## config.mk

```make
export PLATFORM = sky130hd
export DESIGN_NAME = alu_core_flat
export DESIGN_NICKNAME = d
export VERILOG_FILES = /design/src/rtl/alu_core_if.sv /design/src/rtl/alu_core.sv /design/src/flat_wrapper.sv
export SDC_FILE = /design/constraint.sdc
export NUM_CORES = 1
export LEC_CHECK = 0
export BUFFER_PORTS_ARGS = -buffer_cell sky130_fd_sc_hd__clkbuf_2
export CORE_MARGIN = 2
export CORE_UTILIZATION = 54
export CTS_BUF_LIST = sky130_fd_sc_hd__clkbuf_2 sky130_fd_sc_hd__clkbuf_4 sky130_fd_sc_hd__clkbuf_8
export CTS_CLUSTER_DIAMETER = 30
export DETAILED_ROUTE_END_ITERATION = 8
export HOLD_SLACK_MARGIN = 0.08
export PLACE_DENSITY_LB_ADDON = 0.2
export SETUP_SLACK_MARGIN = 0.2
export SLEW_MARGIN = 30
export SYNTH_ARGS = -nofsm -noshare
export SYNTH_HDL_FRONTEND = slang
export SYNTH_SLANG_ARGS = --single-unit
```

## constraint.sdc

```tcl
create_clock -name clk -period 2.43 [get_ports clk]
set_input_delay 0.486 -clock clk [delete_from_list [all_inputs] [get_ports clk]]
set_output_delay 0.486 -clock clk [all_outputs]
set_load 0.01 [all_outputs]
```

## src/rtl/alu_core_if.sv

```systemverilog
// alu_core_if: operand/opcode/result bundle between an ALU user and alu_core.
// The master drives operands and opcode and observes the registered results;
// the slave (alu_core) does the opposite.
interface alu_core_if #(
  parameter int WIDTH = 20
);

  logic [WIDTH-1:0] i0;
  logic [WIDTH-1:0] i1;
  logic [2:0]       op_select;
  logic             be_select;
  logic [WIDTH-1:0] s;
  logic             cout;
  logic             e;

  modport master (
    output i0, i1, op_select, be_select,
    input  s, cout, e
  );

  modport slave (
    input  i0, i1, op_select, be_select,
    output s, cout, e
  );

endinterface

```

## src/rtl/alu_core.sv

```systemverilog
// alu_core: single-cycle registered ALU (ADD, SUB, AND, OR, XOR, optional shifts)
// with an equal / not-equal compare flag.
// Build option: define ALU_SHIFT_EN to enable ops 101 SHL, 110 SHR, 111 ASR
// (shift amount is i1[4:0]). Without it those opcodes yield s = 0, cout = 0.
module alu_core #(
  parameter int WIDTH = 20
) (
  input  logic          clk,
  input  logic          rst,
  alu_core_if.slave     bus
);

  logic [WIDTH-1:0] res_s;
  logic             res_cout;
  logic             res_e;
  logic [WIDTH:0]   sum_ext;
  logic [WIDTH:0]   diff_ext;

`ifdef ALU_SHIFT_EN
  logic [4:0]       amt;
  logic             amt_big;
  logic [WIDTH:0]   shl_ext;
  logic [WIDTH:0]   shr_ext;
  logic [WIDTH:0]   asr_ext;
`endif

  // Combinational datapath: every operation computed from the current inputs, opcode picks one
  always_comb begin
    res_s    = '0;
    res_cout = 1'b0;
    sum_ext  = {1'b0, bus.i0} + {1'b0, bus.i1};
    diff_ext = {1'b0, bus.i0} - {1'b0, bus.i1};
    res_e    = bus.be_select ? (bus.i0 == bus.i1) : (bus.i0 != bus.i1);
`ifdef ALU_SHIFT_EN
    // One extra guard bit catches the last bit shifted out in each direction
    amt      = bus.i1[4:0];
    amt_big  = (int'(amt) >= WIDTH);
    shl_ext  = {1'b0, bus.i0} << amt;
    shr_ext  = {bus.i0, 1'b0} >> amt;
    asr_ext  = $signed({bus.i0, 1'b0}) >>> amt;
`endif
    case (bus.op_select)
      3'b000: begin
        res_s    = sum_ext[WIDTH-1:0];
        res_cout = sum_ext[WIDTH];
      end
      3'b001: begin
        res_s    = diff_ext[WIDTH-1:0];
        res_cout = diff_ext[WIDTH];
      end
      3'b010: res_s = bus.i0 & bus.i1;
      3'b011: res_s = bus.i0 | bus.i1;
      3'b100: res_s = bus.i0 ^ bus.i1;
`ifdef ALU_SHIFT_EN
      3'b101: begin
        if (amt_big) begin
          res_s    = '0;
          res_cout = 1'b0;
        end else begin
          res_s    = shl_ext[WIDTH-1:0];
          res_cout = shl_ext[WIDTH];
        end
      end
      3'b110: begin
        if (amt_big) begin
          res_s    = '0;
          res_cout = 1'b0;
        end else begin
          res_s    = shr_ext[WIDTH:1];
          res_cout = shr_ext[0];
        end
      end
      3'b111: begin
        if (amt_big) begin
          res_s    = {WIDTH{bus.i0[WIDTH-1]}};
          res_cout = 1'b0;
        end else begin
          res_s    = asr_ext[WIDTH:1];
          res_cout = asr_ext[0];
        end
      end
`endif
      default: begin
        res_s    = '0;
        res_cout = 1'b0;
      end
    endcase
  end

  // Output registers: reset wins over the result computed for the same edge
  always_ff @(posedge clk) begin
    if (rst) begin
      bus.s    <= '0;
      bus.cout <= 1'b0;
      bus.e    <= 1'b0;
    end else begin
      bus.s    <= res_s;
      bus.cout <= res_cout;
      bus.e    <= res_e;
    end
  end

endmodule

```

## src/flat_wrapper.sv

```systemverilog
// flat-port wrapper written by rule: the top's interface ports become plain ports
module alu_core_flat 
#(
  parameter int WIDTH = 20
)
  (clk, rst, bus_i0, bus_i1, bus_op_select, bus_be_select, bus_s, bus_cout, bus_e);
  alu_core_if #(.WIDTH(WIDTH)) bus_i ();
  input  logic clk;
  input  logic rst;
  input wire logic [$bits(bus_i.i0)-1:0] bus_i0;
  input wire logic [$bits(bus_i.i1)-1:0] bus_i1;
  input wire logic [$bits(bus_i.op_select)-1:0] bus_op_select;
  input wire logic [$bits(bus_i.be_select)-1:0] bus_be_select;
  output wire logic [$bits(bus_i.s)-1:0] bus_s;
  output wire logic [$bits(bus_i.cout)-1:0] bus_cout;
  output wire logic [$bits(bus_i.e)-1:0] bus_e;
  assign bus_i.i0 = bus_i0;
  assign bus_i.i1 = bus_i1;
  assign bus_i.op_select = bus_op_select;
  assign bus_i.be_select = bus_be_select;
  assign bus_s = bus_i.s;
  assign bus_cout = bus_i.cout;
  assign bus_e = bus_i.e;
  alu_core #(.WIDTH(WIDTH)) u_core (.clk(clk), .rst(rst), .bus(bus_i));
endmodule
```

# --- Word-level counts from Yosys, hierarchy flattened ---
# Cells that the tools add are included.
op_classes:
  n_addsub: 2
  eq_ne: 6
  mux: 3
  n_bitwise: 3
  reduce_logical: 1
op_table:
  columns: ["operator", "n"]
  rows:
  - ["$pmux W20 S5", 1]
  - ["$add A20 B20 Y21", 1]
  - ["$sub A20 B20 Y21", 1]
  - ["$and A20 B20 Y20", 1]
  - ["$eq A20 B20 Y1", 1]
  - ["$ne A20 B20 Y1", 1]
  - ["$or A20 B20 Y20", 1]
  - ["$xor A20 B20 Y20", 1]
  - ["$eq A3 B2 Y1 const B", 2]
  - ["$eq A3 B1 Y1 const B", 1]
  - ["$eq A3 B3 Y1 const B", 1]
  - ["$logic_not A3 Y1", 1]
  - ["$pmux W1 S2", 1]
  - ["$mux W1", 1]
totals:
  reg_bits: 22
  in_bits: 46
  elab_cells: 18

# --- Depth between registers and ports, before layout ---
# Gate-level depths: netlist of run 1.
logic_depth:
  word_depth: 2
  mapped_depth: 10
  mapped_depth_nobuf: 10

# --- Worst setup path before layout of run 1 ---
# Ideal clock, no wire load.
synth_timing:
  path_kind: "input to register"
  startpoint: "in bus_i0[0]"
  endpoint: "reg u_core.bus.s[18]"
  setup_ns: 0.142
  arrival_time_ns: 2.384
  slack_ns: -0.096
  path_stages: 10
  cell_sequence: "inv_1 -> ha_1 -> fa_1 -> o21bai_1 -> a311oi_2 -> a211oi_2 -> a2111oi_4 -> o31ai_2 -> o32a_1 -> a31oi_1"
synth_between:
  elab_chain_cells: 2
  word_cells_on_any_way: 3
  classes_between: "add/sub (2); mux (1)"
synth_lines:
  columns: ["element", "line_no", "text"]
  rows:
  - ["start, declared", "flat_wrapper.sv:10", "input wire logic [$bits(bus_i.i0)-1:0] bus_i0;"]
  - ["$sub A20 B20 Y21 / $add A20 B20 Y21 (equally long branches)", "alu_core.sv:32, alu_core.sv:31", null]
  - ["$pmux W20 S5 *", "alu_core.sv:42", "case (bus.op_select)"]
  - ["end signal, assigned", "alu_core.sv:97", "bus.s <= res_s;"]
  - ["end, declared", "alu_core_if.sv:23", "output s, cout, e"]
# Every way passes the cells marked *; elsewhere a longest branch is shown, timed or not.
# A chain may end at the register's enable or synchronous reset.

# --- Final worst setup path of run 1 ---
layout_timing:
  startpoint: "in bus_i1[12]"
  endpoint: "reg u_core.bus.s[17]"
layout_between:
  elab_chain_cells: 2
  word_cells_on_any_way: 3
  classes_between: "add/sub (2); mux (1)"
layout_lines:
  columns: ["element", "line_no", "text"]
  rows:
  - ["start, declared", "flat_wrapper.sv:11", "input wire logic [$bits(bus_i.i1)-1:0] bus_i1;"]
  - ["$sub A20 B20 Y21 / $add A20 B20 Y21 (equally long branches)", "alu_core.sv:32, alu_core.sv:31", null]
  - ["$pmux W20 S5 *", "alu_core.sv:42", null]
# Marked as above.

==> out/metrics.csv, run 1 <==
metric,value,unit
run_status,finished with violations,
failed_checks,"design-rule violations, negative setup slack",
critical_path_cell_count,12,
comb_power_share,67.4,%
clock_buffer_count_from_cts,3,
power.density_cell_area,350,mW/mm^2
yosysWarnings,0,
cell_chosen_for_the_clock_root,sky130_fd_sc_hd__clkbuf_8,
design_power_total,2190,uW
crit_path_max_fanout,4,
cts_tree,done,
filler_cell_count,376,
leakage,0.00291,uW
maxSlewViolCount,0,
power.internal,1180,uW
synth-async-reset-ratio,0,%
power.ir.vdd_worst,308,uV
crit_buf_inv,4,
crit_path_end_kind,flop,
critical_path.slowest_cell,sky130_fd_sc_hd__a221oi_1,
start_util,55.3,%
fmax,344,MHz
syn_nets,671,
post-synth-top-area-fraction,21.1,%
min-delay-path-class,in -> reg,
worstSetupStartpointType,input pin,
total_die_area,0.00805,mm^2
hold_buffers,0,
final_nets,872,
final-setup-viol-count,10,
cp.required,2610,ps
grt_antenna_before_repair,2,
area.sequential,440,um^2
antenna_cells_inserted,0,
grt_pass1_vias,5423,
gp_congestion,0.954,
finalHoldViolCount,0,
ys_seq_elements,22,
synthesized_instance_count,556,
final.min_clock_period,2910,ps
netlist_top_cells_area,"sky130_fd_sc_hd__ha_1 (21%), sky130_fd_sc_hd__dfxtp_1 (11%), sky130_fd_sc_hd__a21oi_1 (7.1%)",
grt_start_max_net_pins,23,
placeableCoreArea,0.00718,mm^2
post_dr_vias_cell,6.83,
flow.area_growth_from_synthesis,57.8,%
postRouteAntennaNets,0,
pwr-share-clk,14.7,%
path_clk_slew,120,ps
via_count,5838,
synth.avg_cell_area,7.13,um^2
slew_headroom,42.0,%
core.rowCount,31,
routedWlPerCell,24.2,um
crit_path_max_incr_delay,750,ps
gr-usage-all-layers,43.1,%
netlist.top_cell.by_area,sky130_fd_sc_hd__ha_1,
worst_pin_slew,870,ps
port-buffer-count,67,
die_x,89.7,um
rsz0062_at_grt,yes,
dpl_cell_area,0.00558,mm^2
synth-edff-count,0,
crit_path_frequent_cell,sky130_fd_sc_hd__buf_4,
cts_sinks,22,
drt_first_pass_iters,9,
post_route_cells_drive_above_1_share,43.9,%
ys.flop_type,sky130_fd_sc_hd__dfxtp_1,
first_iter_violations,739,
htreeDepth,1,
cp_cell_sequence,clkbuf_2 -> inv_1 -> buf_4 -> ha_1 -> buf_4 -> nand2b_1 -> a221oi_1 -> o21ai_0 -> nand3_1 -> mux2i_1 -> nor3_1 -> o22ai_1,
grt-ovfl-total,0,
dp_hpwl,12100,um
pwr-share-seq,17.8,%
max_cap_viol_count,0,
kind_of_cell_adding_the_most_delay_to_the_critical_path,compound AO/OA/AOI/OAI gates,
critical_path_class,in -> reg,
synth_cell_types,70,
p_sw_share,46.0,%
post_synth_most_frequent_cells,"sky130_fd_sc_hd__ha_1 (67), sky130_fd_sc_hd__inv_1 (60), sky130_fd_sc_hd__a21oi_1 (56)",
drc,6,
fin_area,0.00626,mm^2
fin_ws,-476,ps
top_level_ports,68,
clock_path_buffers,2,
grt_pass1_wl,27700,um
timing.hold.worst_path_depth,3,
area_of_combinational_cells_with_multiple_inputs,0.00372,mm^2
most_common_cell_in_the_synthesized_netlist,sky130_fd_sc_hd__ha_1,
routed_wirelength,20700,um
synth.cell_area,0.00397,mm^2
worst_ep_arrival_time,3090,ps
net-switching-power,1010,uW
synth_sequential_area_ratio,11.1,%
period_share,120,%
die_y,89.7,um
[what timing repair did]
| action | 4_1_cts | 5_1_grt |
|---|---|---|
| hold endpoints to repair | 0 | 0 |
| gates cloned | 0 | 0 |
| setup endpoints to repair | 13 | 15 |
| pin swaps | 33 | 27 |
| resized for setup | 52 | 62 |
| setup buffers | 14 | 3 |
[registers in the layout (all words and copies together), names as in the netlist]
name,flops
u_core.bus.s,20
u_core.bus.cout,1
u_core.bus.e,1
[logic make-up (layout without fill, tap and decap cells)]
kind of cell | after synthesis | in the layout | share of synthesized area, %
mux | 8 | 8 | 2.02
compound gates | 190 | 190 | 33.5
buf+inv | 94 | 294 | 9.27
flops | 22 | 22 | 11.1
xor+xnor | 10 | 10 | 2.21
fa+ha+maj | 69 | 69 | 22.1
simple gates | 163 | 163 | 19.7
[worst min-delay path: cells and delay by family]
family	cells	cell delay (ps)
AND/OR/NAND/NOR	2	160
buffers and inverters	1	110
[power by group through the flow]
stage / Combinational, uW / Sequential (uW) / Clock [uW]
3_5_place_dp: 1140 / 398 / 0
2_1_floorplan: 640 / 409 / 0
4_1_cts: 1250 / 390 / 316
6_report: 1480 / 391 / 323
3_3_place_gp: 1110 / 397 / 0
5_1_grt: 1530 / 392 / 323
[final cells by class]
class,count,share of cell area [%]
Inverter,63,4.38
Sequential cell,22,7.04
Tap cell,99,1.98
Clock buffer,4,0.879
Multi-Input combinational cell,440,59.4
Timing Repair Buffer,227,26.3
[stage by stage]
step                TNS, ps  instances  hold slack (ps)  setup WS, ps  util, %
CTS                   -30.2        852              480         -25.9     83.2
global placement      -3520        834              767          -428     77.7
floorplan                 0        556              555          35.0        -
finish                -1630        855              486          -476     87.2
detailed placement    -4410        834              785          -559     77.7
global route          -1830        855              498          -530     87.2
[layer usage]
layer	vias up	track usage, %	wire [um]
met5	-	0	34
met4	4	26.4	2240
met3	257	7.80	2820
met2	607	74.4	9070
met1	2573	49.4	6510
li1	2397	-	-
[worst paths after layout]
check | start | endpoint | slack, ps
min | bus_be_select | u_core.bus.e | 490
max | bus_i1[12] | u_core.bus.s[17] | -480
[cell usage in the layout, fill, tap and decap left out, drive strengths merged, types with 3 or more instances in the layout]
| master | synthesis | final |
|---|---|---|
| o211ai | 17 | 17 |
| o21bai | 11 | 11 |
| a211oi | 8 | 8 |
| dfxtp | 22 | 22 |
| nand3 | 8 | 8 |
| o21ai | 27 | 27 |
| o22ai | 3 | 3 |
| nor2b | 4 | 4 |
| mux2i | 8 | 8 |
| a2111oi | 3 | 3 |
| nand2 | 39 | 39 |
| nand4 | 5 | 5 |
| a2bb2oi | 3 | 3 |
| xnor2 | 8 | 8 |
| ha | 67 | 67 |
| a221oi | 5 | 5 |
| nor2 | 49 | 49 |
| or3 | 6 | 6 |
| nor3 | 21 | 21 |
| inv | 62 | 62 |
| and2 | 3 | 3 |
| o21a | 9 | 9 |
| a21o | 6 | 6 |
| clkbuf | 21 | 68 |
| nand2b | 7 | 7 |
| nor4 | 11 | 11 |
| a31oi | 13 | 13 |
| buf | 10 | 163 |
| a21oi | 56 | 56 |
| a32oi | 3 | 3 |
| o31ai | 4 | 4 |
(Power assumes the default switching activity.)
==> run 2, diff against run 1 <==
BUFFER_PORTS_ARGS = not set   (was -buffer_cell sky130_fd_sc_hd__clkbuf_2)
CORE_UTILIZATION = 57   (was 54)
DONT_BUFFER_PORTS = 1   (was not set)
==> out/metrics.csv, run 2 (same netlist as run 1, synthesis figures left out) <==
metric,value,unit,change
run_status,finished clean,,was finished with violations
finalHoldViolCount,0,,unchanged
net-switching-power,756,uW,was 1010 uW
routed_wirelength,14500,um,"was 20,700 um"
pre_cts_worst_setup_slack,-321,ps,was -559 ps
final_common_cell,sky130_fd_sc_hd__buf_4,,unchanged
pwr-share-clk,17.2,%,was 14.7%
cp.required,2650,ps,was 2610 ps
final-setup-viol-count,0,,was 10
clock_buffer_count_from_cts,3,,unchanged
hold_path_startpoint,rst,,was bus_be_select
final_nets,758,,was 872
timing.hold.worst_path_depth,1,,was 3
instances_no_fill,722,,was 855
die_x,87.4,um,was 89.7 um
dp_hpwl,10900,um,"was 12,100 um"
post_route_cells_drive_above_1_share,28.3,%,was 43.9%
crit_path_max_fanout,3,,was 4
port-buffer-count,0,,was 67
fin_setup_tns,0,ps,was -1630 ps
layout.cells.most_common_list,"sky130_fd_sc_hd__buf_4 (111), sky130_fd_sc_hd__inv_1 (53), sky130_fd_sc_hd__a21oi_1 (53)",,"was sky130_fd_sc_hd__buf_4 (154), sky130_fd_sc_hd__clkbuf_2 (60), sky130_fd_sc_hd__inv_1 (50)"
grt_start_max_net_pins,53,,was 23
final.hold.worst_slack,255,ps,was 486 ps
fin_ws,109,ps,was -476 ps
cts_tree,done,,unchanged
core.rowCount,30,,was 31
routedWlPerCell,20.0,um,was 24.2 um
largest_reg_flops,20,,unchanged
worst_ep_arrival_time,2540,ps,was 3090 ps
max_cap_viol_count,0,,unchanged
comb_power_share,60.2,%,was 67.4%
period_share,95.5,%,was 120%
start_util,58.7,%,was 55.3%
slew_headroom,71.5,%,was 42.0%
top_level_ports,68,,unchanged
rsz0062_at_grt,yes,,unchanged
grt_pass1_vias,4666,,"was 5,423"
grt-ovfl-total,0,,unchanged
crit_path_end_kind,flop,,unchanged
holdPathEnd,u_core.bus.s[0],,was u_core.bus.e
cell_chosen_for_the_clock_root,sky130_fd_sc_hd__clkbuf_8,,unchanged
drc,0,,was 6
numPlacedInstances,712,,was 834
power.internal,1040,uW,was 1180 uW
gr-usage-all-layers,37.7,%,was 43.1%
pwr-share-seq,22.5,%,was 17.8%
first_iter_violations,394,,was 739
placeableCoreArea,0.00676,mm^2,was 0.00718 mm^2
min-delay-path-class,in -> reg,,unchanged
clock_path_buffers,2,,unchanged
filler_cell_count,534,,was 376
path_clk_slew,110,ps,was 120 ps
worstSetupStartpointType,input pin,,unchanged
power.density_cell_area,343,mW/mm^2,was 350 mW/mm^2
maxSlewViolCount,0,,unchanged
postRouteAntennaNets,0,,unchanged
post_dr_vias_cell,6.51,,was 6.83
die_y,87.4,um,was 89.7 um
final.min_clock_period,2320,ps,was 2910 ps
htreeDepth,1,,unchanged
grt_antenna_before_repair,0,,was 2
leakage,0.00233,uW,was 0.00291 uW
gp_congestion,0.999,,was 0.954
total_die_area,0.00764,mm^2,was 0.00805 mm^2
cts_sinks,22,,unchanged
power.ir.vdd_worst,243,uV,was 308 uV
hold_buffers,0,,unchanged
drt_first_pass_iters,5,,was 9
critical_path_class,in -> reg,,unchanged
via_count,4701,,"was 5,838"
worst_pin_slew,427,ps,was 870 ps
flow.area_growth_from_synthesis,31.9,%,was 57.8%
fmax,431,MHz,was 344 MHz
regs_by_ff_count,"u_core.bus.s x20, u_core.bus.cout x1, u_core.bus.e x1",,unchanged
grt_pass1_wl,22600,um,"was 27,700 um"
p_sw_share,42.2,%,was 46.0%
top_register,u_core.bus.s,,unchanged
antenna_cells_inserted,0,,unchanged
## run 2: how the worst max path moves through the flow
| stage | slack (ps) | to | startpoint | cells after the start |
|---|---|---|---|---|
| global route | 20 | u_core.bus.s[18] | bus_i0[0] | 11 |
| detailed placement | -320 | u_core.bus.s[19] | bus_i1[12] | 10 |
| global placement | -240 | u_core.bus.s[15] | bus_i1[12] | 10 |
| CTS | 120 | u_core.bus.s[19] | bus_i1[5] | 9 |
| floorplan | 40 | u_core.bus.s[15] | bus_i0[6] | 10 |
| finish | 110 | u_core.bus.s[18] | bus_i0[0] | 11 |
## run 2: metrics by stage
stage	power, uW	area (um^2)	utilization, %
floorplan	1050	4190	-
global placement	1370	4950	73.2
detailed placement	1390	4950	73.2
CTS	1720	5110	75.7
global route	1890	5230	77.4
finish	1790	5230	77.4
## run 2: cell type report
class / count / area, um^2 / share of cell area, %
clock buffers: 4 / 55.1 / 1.05
inverters: 63 / 278 / 5.31
multi-input cells: 440 / 3490 / 66.8
flip-flops and latches: 22 / 440 / 8.42
well taps: 80 / 100 / 1.91
repair buffers: 113 / 865 / 16.5
## run 2: metal layers
metal	GRT usage, %	routed length, um	vias to the layer above
li1	-	-	2169
met1	47.3	5700	2186
met2	61.9	6740	292
met3	6.16	1420	54
met4	19.2	612	0
met5	0	0	-
## run 2: timing repair
action | CTS | global route
pin swaps | 6 | 9
buffers inserted | 3 | 3
endpoints found under the setup margin | 13 | 14
endpoints found under the hold margin | 0 | 0
gates resized for setup | 17 | 18
gates cloned | 0 | 0
## run 2: power by group through the flow
stage | Sequential [uW] | Combinational (uW) | Clock [uW]
final | 404 | 1080 | 309
after global routing | 406 | 1160 | 319
after CTS | 405 | 1010 | 307
after detailed placement | 413 | 976 | 0
after global placement | 412 | 956 | 0
after floorplan | 409 | 640 | 0
## run 2: critical path: stages
cell                        delay, ps
sky130_fd_sc_hd__clkinv_16         30
sky130_fd_sc_hd__ha_4             120
sky130_fd_sc_hd__fa_2             240
sky130_fd_sc_hd__o21bai_4          70
sky130_fd_sc_hd__a311oi_2         330
sky130_fd_sc_hd__a211oi_2         110
sky130_fd_sc_hd__buf_4            180
sky130_fd_sc_hd__a2111oi_4        370
sky130_fd_sc_hd__o31ai_2          110
sky130_fd_sc_hd__o32a_1           290
sky130_fd_sc_hd__a31oi_1          190
